`src/rtl/md_io_pkg.sv`:
```
// Shared register map, reset constants and per-port register bundle for md_io_regs.
// Build option MD_IO_TH_IRQ_EN enables TH falling-edge interrupt detection.
package md_io_pkg;

    localparam logic [3:0] REG_VER     = 4'h0;
    localparam logic [3:0] REG_DATA1   = 4'h1;
    localparam logic [3:0] REG_DATA2   = 4'h2;
    localparam logic [3:0] REG_DATA3   = 4'h3;
    localparam logic [3:0] REG_CTRL1   = 4'h4;
    localparam logic [3:0] REG_CTRL2   = 4'h5;
    localparam logic [3:0] REG_CTRL3   = 4'h6;
    localparam logic [3:0] REG_TXDATA1 = 4'h7;
    localparam logic [3:0] REG_RXDATA1 = 4'h8;
    localparam logic [3:0] REG_SCTRL1  = 4'h9;
    localparam logic [3:0] REG_TXDATA2 = 4'hA;
    localparam logic [3:0] REG_RXDATA2 = 4'hB;
    localparam logic [3:0] REG_SCTRL2  = 4'hC;
    localparam logic [3:0] REG_TXDATA3 = 4'hD;
    localparam logic [3:0] REG_RXDATA3 = 4'hE;
    localparam logic [3:0] REG_SCTRL3  = 4'hF;

    localparam logic [7:0] CTRL_RST  = 8'h00;
    localparam logic [7:0] TX_RST    = 8'hFF;
    localparam logic [7:0] RX_RST    = 8'h00;
    localparam logic [7:0] SCTRL_RST = 8'h00;
    localparam logic [7:0] DO_RST    = 8'h00;

    typedef enum logic [2:0] {
        FLD_DATA,
        FLD_CTRL,
        FLD_TX,
        FLD_RX,
        FLD_SCTRL
    } field_t;

    typedef struct packed {
        logic [7:0] data;
        logic [7:0] ctrl;
        logic [7:0] tx;
        logic [7:0] sctrl;
    } port_regs_t;

endpackage

```
`src/rtl/md_io_port.sv`:
```
// One controller port: DATA/CTRL/TX/SCTRL storage, pad drive, read mux and TH edge.
// Build option MD_IO_TH_IRQ_EN adds the th_edge output and its TH history flop.
module md_io_port
    import md_io_pkg::*;
#(
    parameter logic [7:0] DATA_RST = 8'h7F
) (
    input  logic       clk,
    input  logic       reset,
`ifdef MD_IO_TH_IRQ_EN
    output logic       th_edge,
`endif
    input  logic       wr_en,
    input  field_t     field,
    input  logic [7:0] wr_data,
    input  logic [6:0] pad_in,
    output logic [6:0] pad_out,
    output logic [6:0] pad_dir,
    output logic [7:0] rd_data
);

    port_regs_t regs;

    always_ff @(posedge clk) begin
        if (reset) begin
            regs.data  <= DATA_RST;
            regs.ctrl  <= CTRL_RST;
            regs.tx    <= TX_RST;
            regs.sctrl <= SCTRL_RST;
        end else if (wr_en) begin
            case (field)
                FLD_DATA:  regs.data  <= wr_data;
                FLD_CTRL:  regs.ctrl  <= wr_data;
                FLD_TX:    regs.tx    <= wr_data;
                FLD_SCTRL: regs.sctrl <= wr_data;
                default:   ;
            endcase
        end
    end

    assign pad_out = regs.data[6:0];
    assign pad_dir = regs.ctrl[6:0];

    // Output bits read back the latch, input bits read the live pad level.
    always_comb begin
        rd_data = '0;
        case (field)
            FLD_DATA:  rd_data = {regs.data[7],
                                  (regs.ctrl[6:0] & regs.data[6:0]) | (~regs.ctrl[6:0] & pad_in)};
            FLD_CTRL:  rd_data = regs.ctrl;
            FLD_TX:    rd_data = regs.tx;
            FLD_RX:    rd_data = RX_RST;
            FLD_SCTRL: rd_data = regs.sctrl;
            default:   rd_data = '0;
        endcase
    end

`ifdef MD_IO_TH_IRQ_EN
    logic th_prev;

    always_ff @(posedge clk) begin
        if (reset) th_prev <= 1'b0;
        else       th_prev <= pad_in[6];
    end

    assign th_edge = th_prev & ~pad_in[6] & ~regs.ctrl[6] & regs.ctrl[7];
`endif

endmodule

```
`src/rtl/md_io_regs.sv`:
```
// 68k I/O controller register window: address decode, read register, ack and HL irq.
// Build option MD_IO_TH_IRQ_EN enables hl_irq; otherwise it is tied low.
module md_io_regs
    import md_io_pkg::*;
#(
    parameter logic [3:0] HW_VER   = 4'h0,
    parameter logic [7:0] DATA_RST = 8'h7F
) (
    input  logic       clk,
    input  logic       reset,
    input  logic       export_n,
    input  logic       pal,
    input  logic       exp_n,
    input  logic       cpu_sel,
    input  logic       cpu_we,
    input  logic [3:0] cpu_a,
    input  logic [7:0] cpu_di,
    output logic [7:0] cpu_do,
    output logic       cpu_ack,
    input  logic [6:0] pad1_in,
    input  logic [6:0] pad2_in,
    input  logic [6:0] pad3_in,
    output logic [6:0] pad1_out,
    output logic [6:0] pad2_out,
    output logic [6:0] pad3_out,
    output logic [6:0] pad1_dir,
    output logic [6:0] pad2_dir,
    output logic [6:0] pad3_dir,
    output logic       hl_irq,
    input  logic       irq_ack
);

    logic [1:0] port_sel;
    field_t     field;
    logic       ver_sel;
    logic [2:0] wr_en;
    logic [7:0] rd_data [3];
    logic [7:0] rd_mux;
    logic [7:0] ver_byte;
    logic       ack_q;

    always_comb begin
        port_sel = 2'd0;
        field    = FLD_DATA;
        ver_sel  = 1'b0;
        case (cpu_a)
            REG_VER:     ver_sel = 1'b1;
            REG_DATA1:   begin port_sel = 2'd0; field = FLD_DATA;  end
            REG_DATA2:   begin port_sel = 2'd1; field = FLD_DATA;  end
            REG_DATA3:   begin port_sel = 2'd2; field = FLD_DATA;  end
            REG_CTRL1:   begin port_sel = 2'd0; field = FLD_CTRL;  end
            REG_CTRL2:   begin port_sel = 2'd1; field = FLD_CTRL;  end
            REG_CTRL3:   begin port_sel = 2'd2; field = FLD_CTRL;  end
            REG_TXDATA1: begin port_sel = 2'd0; field = FLD_TX;    end
            REG_RXDATA1: begin port_sel = 2'd0; field = FLD_RX;    end
            REG_SCTRL1:  begin port_sel = 2'd0; field = FLD_SCTRL; end
            REG_TXDATA2: begin port_sel = 2'd1; field = FLD_TX;    end
            REG_RXDATA2: begin port_sel = 2'd1; field = FLD_RX;    end
            REG_SCTRL2:  begin port_sel = 2'd1; field = FLD_SCTRL; end
            REG_TXDATA3: begin port_sel = 2'd2; field = FLD_TX;    end
            REG_RXDATA3: begin port_sel = 2'd2; field = FLD_RX;    end
            REG_SCTRL3:  begin port_sel = 2'd2; field = FLD_SCTRL; end
            default:     ;
        endcase
    end

    always_comb begin
        wr_en = '0;
        for (int unsigned i = 0; i < 3; i++) begin
            wr_en[i] = cpu_sel & cpu_we & ~ver_sel & (port_sel == 2'(i));
        end
    end

`ifdef MD_IO_TH_IRQ_EN
    logic [2:0] th_edge;
`endif

    md_io_port #(.DATA_RST(DATA_RST)) u_port1 (
        .clk     (clk),
        .reset   (reset),
`ifdef MD_IO_TH_IRQ_EN
        .th_edge (th_edge[0]),
`endif
        .wr_en   (wr_en[0]),
        .field   (field),
        .wr_data (cpu_di),
        .pad_in  (pad1_in),
        .pad_out (pad1_out),
        .pad_dir (pad1_dir),
        .rd_data (rd_data[0])
    );

    md_io_port #(.DATA_RST(DATA_RST)) u_port2 (
        .clk     (clk),
        .reset   (reset),
`ifdef MD_IO_TH_IRQ_EN
        .th_edge (th_edge[1]),
`endif
        .wr_en   (wr_en[1]),
        .field   (field),
        .wr_data (cpu_di),
        .pad_in  (pad2_in),
        .pad_out (pad2_out),
        .pad_dir (pad2_dir),
        .rd_data (rd_data[1])
    );

    md_io_port #(.DATA_RST(DATA_RST)) u_port3 (
        .clk     (clk),
        .reset   (reset),
`ifdef MD_IO_TH_IRQ_EN
        .th_edge (th_edge[2]),
`endif
        .wr_en   (wr_en[2]),
        .field   (field),
        .wr_data (cpu_di),
        .pad_in  (pad3_in),
        .pad_out (pad3_out),
        .pad_dir (pad3_dir),
        .rd_data (rd_data[2])
    );

    assign ver_byte = {~export_n, pal, exp_n, 1'b0, HW_VER};

    always_comb begin
        rd_mux = ver_byte;
        if (!ver_sel) begin
            case (port_sel)
                2'd0:    rd_mux = rd_data[0];
                2'd1:    rd_mux = rd_data[1];
                default: rd_mux = rd_data[2];
            endcase
        end
    end

    always_ff @(posedge clk) begin
        if (reset) begin
            ack_q  <= 1'b0;
            cpu_do <= DO_RST;
        end else begin
            ack_q <= cpu_sel;
            if (cpu_sel) cpu_do <= rd_mux;
        end
    end

    // Gating with reset suppresses an ack already queued when reset arrives mid-access.
    assign cpu_ack = ack_q & ~reset;

`ifdef MD_IO_TH_IRQ_EN
    // A new edge wins over a simultaneous acknowledge.
    always_ff @(posedge clk) begin
        if (reset)          hl_irq <= 1'b0;
        else if (|th_edge)  hl_irq <= 1'b1;
        else if (irq_ack)   hl_irq <= 1'b0;
    end
`else
    logic unused_irq_ack;
    assign unused_irq_ack = irq_ack;
    assign hl_irq         = 1'b0;
`endif

endmodule

```
`config.mk`:
```
export PLATFORM = sky130hd
export DESIGN_NAME = md_io_regs
export DESIGN_NICKNAME = d
export VERILOG_FILES = /design/src/rtl/md_io_pkg.sv /design/src/rtl/md_io_port.sv /design/src/rtl/md_io_regs.sv
export SDC_FILE = /design/constraint.sdc
export NUM_CORES = 1
export LEC_CHECK = 0
export ABC_AREA = 1
export CORE_MARGIN = 2
export CORE_UTILIZATION = 35
export CTS_BUF_LIST = sky130_fd_sc_hd__clkbuf_16
export CTS_CLUSTER_DIAMETER = 30
export DETAILED_ROUTE_END_ITERATION = 8
export PLACE_DENSITY = 0.59
export SYNTH_ARGS = -nofsm -noshare
export SYNTH_HDL_FRONTEND = slang
export SYNTH_SLANG_ARGS = --single-unit
```
`constraint.sdc`:
```
create_clock -name clk -period 2 [get_ports clk]
set_input_delay 0.5 -clock clk [delete_from_list [all_inputs] [get_ports clk]]
set_output_delay 0.5 -clock clk [all_outputs]
set_load 0.03 [all_outputs]
```
* Yosys cells after proc, flatten, opt, wreduce, memory -nomap -nowiden
Index checks and enable logic that the tools add are counted.
** Word-level totals
- Register bits :: 105
- Output and inout bits :: 52
** Cells by class
- Equal/unequal tests :: 19
- Muxes and demuxes :: 8
- Bitwise logic cells :: 21
- Reductions and logical operators :: 21
** Operator list (count)
- $pmux 8 s4 :: 3
- $and 7x7->7 :: 6
- $eq 4x4->1 const B :: 8
- $reduce_and 2->1 :: 12
- $not 7->7 :: 3
- $or 7x7->7 :: 3
- $eq 4x3->1 const B :: 4
- $pmux 8 s2 :: 1
- $pmux 3 s4 :: 1
- $reduce_or 3->1 :: 4
- $reduce_or 5->1 :: 2
- $eq 4x2->1 const B :: 2
- $mux 8 :: 1
- $and 1x1->1 :: 6
- $logic_not 4->1 :: 1
- $pmux 2 s2 :: 1
- $eq 3x1->1 const B :: 1
- $eq 3x2->1 const B :: 1
- $eq 3x3->1 const B :: 1
- $logic_not 3->1 :: 1
- $not 1->1 :: 3
- $eq 2x1->1 const B :: 1
- $eq 2x2->1 const B :: 1
- $logic_not 2->1 :: 1
- $mux 1 :: 1

* Depth between registers and ports, before layout
Gate-level depths: netlist of the first run.
- Word-level depth :: 7
- Depth in mapped cells :: 13
- Gate-level depth less buffers :: 11

* Hierarchy
Synthesis of the first run repeated with hierarchy kept, for this count alone.
** Unflattened totals
- Cell total of the unflattened synthesis :: 923
- Area, all modules :: 6127.1 um^2
** By module, submodules not included
- md_io_port :: times used 3, cells an instance 265, area each 1786.7 um^2
- md_io_regs :: times used 1, cells an instance 128, area each 767.0 um^2

* Least setup slack after synthesis of the first run
Ideal clock, no wire load.
- Path type :: input to output
- Start point :: input port reset
- End point :: output port cpu_ack
- Arrival :: 1.308 ns
- Data required time :: 1.500 ns
- Slack :: 0.192 ns
- Cell stages on the path :: 3
- Path through :: clkbuf_1 > clkbuf_1 > nor2_1
** Between the ends
- Word-level cells in the longest chain between the ends :: 2
** Ends and longest elaborated chain
- from (decl) :: RTL line md_io_regs.sv:10 : input logic reset,
- $not 1->1 :: RTL line md_io_regs.sv:147 : assign cpu_ack = ack_q & ~reset;
- $and 1x1->1 :: RTL line md_io_regs.sv:147
- to (decl) :: RTL line md_io_regs.sv:19 : output logic cpu_ack,
No other way between the ends.

* Worst setup path in the final report of the first run
- Start point :: register u_port3.regs (netlist bit u_port3.pad_dir[2])
- End point :: output port pad3_dir[2]
** RTL lines
- from (decl) :: RTL line md_io_port.sv:22 : port_regs_t regs;
- to (decl) :: RTL line md_io_regs.sv:28 : output logic [6:0] pad3_dir,
No word-level cell between the ends.

==> impl_metrics.yaml, run 1 <==
outcome:
  status: "finished clean"
logic_synthesis:
  synth_ff_type: "dfxtp_1"
  synth.area.top_cells: "dfxtp_1, nand2_1, nand3_1, buf_4, nor2_1"
  yosys.cell_count.top_type: "nand2_1"
  synth-edff-count: 0
  syn_inst: 820
  ys_warn_count: 0
  syn_area_per_cell_um2: 6.59
  yosys-top-cells-count: "nand2_1, dfxtp_1, nand3_1"
  ys_ff_latch: 105
  yosysTopAreaCell: "dfxtp_1"
  synth.distinct_cells: 23
  netlist_area_mm2: 0.00540
  synth_fp_nets: 861
  yosys.area.top_type_share_pct: 38.9
  synthArstFlopShare_pct: 0
  seq_area_frac_synth_pct: 38.9
critical_path:
  path_cells: "clkdlybuf4s50_1"
  slowest_stage: "clkdlybuf4s50_1"
  end_kind: "output port"
  start_kind: "flop"
  critPathBufInv: 1
  cp.required_ps: 1500
  cp_data_arrival_time_ps: 1450
  path_max_fanout: 5
  cp_top_family: "buffers and inverters"
  critPathMaxStageDelay_ps: 700
  timing.setup.critical_path_class: "reg -> out"
sta:
  min_period_over_period_pct: 97.4
  finalSetupViolCount: 0
  period_needed_ps: 1950
  fmax_mhz: 513
  slew_headroom_pct: 64.4
  worst_pin_slew_ps: 532
  finalHoldViolCount: 0
  whs_ps: 457
  rsz0062_at_grt: "false"
  clock_skew_ps: 4.53
  slew_viol_final: 0
finish:
  multi_input_area_mm2: 0.00250
  num-nets-final: 935
  register_area_mm2: 0.00210
  final.fill_count: 1528
  final-instance-count-excl-fill: 1087
  area_growth_pct: 27.4
  layout-drive-gt1-share_pct: 11.5
  diodes: 0
route:
  via_count: 5143
  wl_per_cell_um: 14.6
  wl_um: 15900
  drc: 0
  vias_per_cell: 4.73
  drtAntennaViolNets: 0
  drtIter0Drc: 435
  drt_first_pass_iters: 5
power:
  vdd_drop_max_mv: 0.453
  leakage_nw: 3.17
  power.density_mw_per_mm2: 674
job:
  drv_cap: 0
global_routing:
  grt_antenna_before_repair: 0
  first_global_vias: 4770
  grt_use_total_pct: 19.7
  grt_pass1_wl_um: 24900
  grt_max_degree: 61
  gr-total-overflow: 0
cts:
  htreeDepth: 3
  holdBufCountCts: 0
  cts_buffers: 9
  ctsResizeCount: 9
  clkSlewWorstSetupHoldPaths_ps: 70
  post-cts-setup-buffers: 0
  cts_max_path_buffers: 2
  clockRootBuffer: "clkbuf_16"
  tritoncts: "yes"
  clock_latency_ps: 360
  cts_sinks: 105
floorplanning:
  ios: 93
  die-area_mm2: 0.0164
  rows: 45
  die_w_um: 128
  design.core.area_mm2: 0.0151
  start_util_pct: 35.7
  dieHeight_um: 128
place:
  routabilityCongestion: 0.833
  placed_cells: 1071
  dpl.hpwl_um: 11100
  port_buffers: 90
worst_hold_path:
  hold_class: "reg -> reg"
-- placed cells by master (no fill, tap or decap), types with 5 or more instances in the layout --
cell type	synthesis	layout
clkbuf_16	0	9
a21oi_1	33	33
nand2_1	231	230
o211ai_1	28	28
buf_12	0	10
dlymetal6s2s_1	0	5
nor2_1	81	79
o21ai_0	59	56
nand2_2	7	6
nand3_1	97	96
dfxtp_1	105	105
clkdlybuf4s50_1	0	81
inv_2	11	11
buf_4	47	43
inv_1	74	73
nor2_2	5	6
-- power by group --
part,switching [mW],leakage (nW),internal [mW]
logic,0.474,2.19,0.332
registers,0.0280,0.851,2.14
clock network,0.822,0.129,0.843
-- cell families (layout without fill, tap and decap cells) --
logic type             count (synthesis)  in the layout  share of synthesized area, %
buffers and inverters                167            246                          15.3
AO/OA/AOI/OAI                        121            121                          12.7
AND/OR/NAND/NOR                      426            426                          33.0
other                                  1              1                        0.0694
flip-flops                           105            105                          38.9
-- final cells by class --
class | instances | share of cell area, %
sequential | 105 | 30.5
timing repair buffer | 144 | 21.0
multi-input combinational | 548 | 36.3
clock inverter | 7 | 0.673
inverter | 86 | 4.78
tap | 188 | 3.42
clock buffer | 9 | 3.27
-- per-layer routing --
| metal | global-route usage [%] | vias to the layer above | routed length [µm] |
|---|---|---|---|
| met4 | 7.50 | 0 | 241 |
| met1 | 26.0 | 2278 | 7380 |
| li1 | - | 2707 | - |
| met2 | 32.3 | 143 | 7400 |
| met5 | 0 | - | 0 |
| met3 | 3.26 | 15 | 842 |
-- final timing paths --
check,from,to,slack [ps],depth (start not counted)
max,u_port3.pad_dir[2]$_SDFFE_PP0P_,pad3_dir[2],50,1
min,u_port2.regs[23]$_SDFFE_PP0P_,u_port2.regs[23]$_SDFFE_PP0P_,460,2
max reg2reg,u_port2.pad_dir[1]$_SDFFE_PP0P_,cpu_do[1]$_SDFFE_PP0P_,640,9
min reg2reg,u_port2.regs[23]$_SDFFE_PP0P_,u_port2.regs[23]$_SDFFE_PP0P_,460,2
-- flip-flops by register name, indices dropped and copies added (netlist names) --
signal,count
u_port3.pad_out,7
u_port1.regs,18
u_port3.regs,18
u_port2.pad_out,7
ack_q,1
cpu_do,8
u_port1.pad_dir,7
u_port1.pad_out,7
u_port3.pad_dir,7
u_port2.pad_dir,7
u_port2.regs,18
-- stage by stage --
step | util, % | setup WS [ps] | power, mW | setup TNS (ps) | instance area (µm²)
after floorplan | - | 192 | 2.65 | 0 | 5400
after global placement | 43.3 | -439 | 3.01 | -34990 | 6560
after detailed placement | 43.3 | -422 | 3.02 | -36640 | 6560
after CTS | 45.2 | 2.88 | 4.67 | 0 | 6840
after global routing | 45.4 | 1.34 | 4.84 | 0 | 6880
final | 45.4 | 51.8 | 4.64 | 0 | 6880
Power figures use the tool's default switching activity.
==> run 2: changes to the inputs <==
--- a/config.mk
+++ b/config.mk
@@ -7,4 +7,5 @@
 export LEC_CHECK = 0
 export ABC_AREA = 1
+export CORE_ASPECT_RATIO = 1.1
 export CORE_MARGIN = 2
 export CORE_UTILIZATION = 35
@@ -13,4 +14,5 @@
 export DETAILED_ROUTE_END_ITERATION = 8
 export PLACE_DENSITY = 0.59
+export SKIP_CTS_REPAIR_TIMING = 1
 export SYNTH_ARGS = -nofsm -noshare
 export SYNTH_HDL_FRONTEND = slang
==> constraint.sdc (replaced) <==
create_clock -name clk -period 2 [get_ports clk]
set_input_delay 0.2 -clock clk [delete_from_list [all_inputs] [get_ports clk]]
set_output_delay 0.2 -clock clk [all_outputs]
set_load 0.03 [all_outputs]
==> impl_metrics.yaml, run 2 (synthesis results as in run 1) <==
outcome:
  status: "finished clean"
critical_path:
  reg2regPathDepth: 9
  reg2reg_slack_ps: 650
  start_kind: "primary input"
  r2r_end: "cpu_do[1]$_SDFFE_PP0P_"
  timing.setup.critical_path_class: "in -> reg"
  cp_data_arrival_time_ps: 2110
  cp.required_ps: 2290
  r2r-start: "u_port2.pad_dir[1]$_SDFFE_PP0P_"
  end_kind: "flop"
  path_max_fanout: 8
sta:
  period_needed_ps: 1820
  finalSetupViolCount: 0
  rsz0062_at_grt: "false"
  finalHoldViolCount: 0
  tns_ps: 0
  slew_headroom_pct: 55.8
  slew_viol_final: 0
  min_period_over_period_pct: 90.9
  fmax_mhz: 550
  clock_skew_ps: 12.4
  worst_pin_slew_ps: 660
floorplanning:
  die-area_mm2: 0.0164
  ios: 93
  die_w_um: 122
  dieHeight_um: 134
  rows: 47
  start_util_pct: 35.9
  design.core.area_mm2: 0.0151
cts:
  clockRootBuffer: "clkbuf_16"
  cts_buffers: 9
  cts_max_path_buffers: 2
  htreeDepth: 3
  clkSlewWorstSetupHoldPaths_ps: 70
  tritoncts: "yes"
  cts_sinks: 105
  clock_latency_ps: 360
worst_hold_path:
  holdPathEnd: "u_port2.regs[23]$_SDFFE_PP0P_"
  hold_class: "reg -> reg"
  min_path_cells: 2
  min_from: "u_port2.regs[23]$_SDFFE_PP0P_"
global_routing:
  grt_pass1_wl_um: 25100
  grt_max_degree: 90
  grt_antenna_before_repair: 0
  grt_use_total_pct: 19.9
  gr-total-overflow: 0
  first_global_vias: 4764
place:
  routabilityCongestion: 0.829
  port_buffers: 90
  dpl.hpwl_um: 11100
  placed_cells: 1074
route:
  vias_per_cell: 4.71
  wl_met1_um: 7680
  via_count: 5131
  routed-wl-met3_um: 922
  wl_met2_um: 7110
  wl_um: 16000
  topRoutingLayerUsed: "met4"
  drc: 0
  drtAntennaViolNets: 0
  wl_per_cell_um: 14.7
  drt_first_pass_iters: 6
  drtIter0Drc: 509
finish:
  final.fill_count: 1596
  final_common_cell: "nand2_1"
  diodes: 0
  final_util_pct: 44.6
  final_cell_mix: "nand2_1, dfxtp_1, nand3_1"
  num-nets-final: 930
  top_regs: "u_port1.regs (18), u_port2.regs (18), u_port3.regs (18)"
  layout-drive-gt1-share_pct: 10.3
  final-instance-count-excl-fill: 1089
  area_growth_pct: 24.2
power:
  power_mw: 4.56
  vdd_drop_max_mv: 0.397
  leakage_nw: 3.01
  power.density_mw_per_mm2: 680
job:
  drv_cap: 0
-- run 2: critical path, stage by stage --
cell and delay, ps:
clkdlybuf4s50_1 580, inv_2 90, nor2_2 130, nand2_1 170, buf_4 210, o21ai_0 240, nor2_1 90, nand3_1 100
nand2_1 90, nand2_1 60, nand2_1 50, a21oi_1 100
-- run 2: routing by layer --
metal,up-vias,global-route usage [%]
met4,0,6.77
met2,139,31.5
met5,-,0
met1,2280,27.5
met3,15,3.19
li1,2697,-
-- run 2: layout make-up --
type	instances	area, µm²	area share, %
Multi-Input combinational cell	548	2470	36.9
Inverter	86	323	4.81
Tap cell	196	245	3.66
Sequential cell	105	2100	31.3
Timing Repair Buffer	139	1300	19.4
Clock inverter	6	36.3	0.541
Clock buffer	9	225	3.36
-- run 2: worst max path at each step --
stage,start,to,slack [ps],cells past startpoint
4_1_cts,cpu_a[2],cpu_do[4]$_SDFFE_PP0P_,230,12
3_3_place_gp,cpu_a[2],cpu_do[4]$_SDFFE_PP0P_,-140,12
2_1_floorplan,cpu_a[0],u_port2.pad_out[4]$_SDFFE_PP1P_,540,12
6_report,cpu_a[2],cpu_do[3]$_SDFFE_PP0P_,180,12
5_1_grt,cpu_a[1],u_port2.pad_dir[1]$_SDFFE_PP0P_,2,11
3_5_place_dp,cpu_a[2],cpu_do[2]$_SDFFE_PP0P_,-130,12
-- run 2: per-stage QoR --
step / hold slack [ps] / setup slack, ps / instance area, µm²
after floorplan: 367 / 540 / 5400
after global placement: 439 / -137 / 6440
after detailed placement: 443 / -129 / 6440
after CTS: 458 / 227 / 6710
after global routing: 479 / 2.31 / 6710
final: 451 / 182 / 6710
-- run 2: where the power goes --
part / internal (mW) / switching, mW / leakage (nW)
clock: 0.831 / 0.803 / 0.130
sequential: 2.14 / 0.0320 / 0.851
combinational: 0.304 / 0.456 / 2.02
total: 3.27 / 1.29 / 3.01
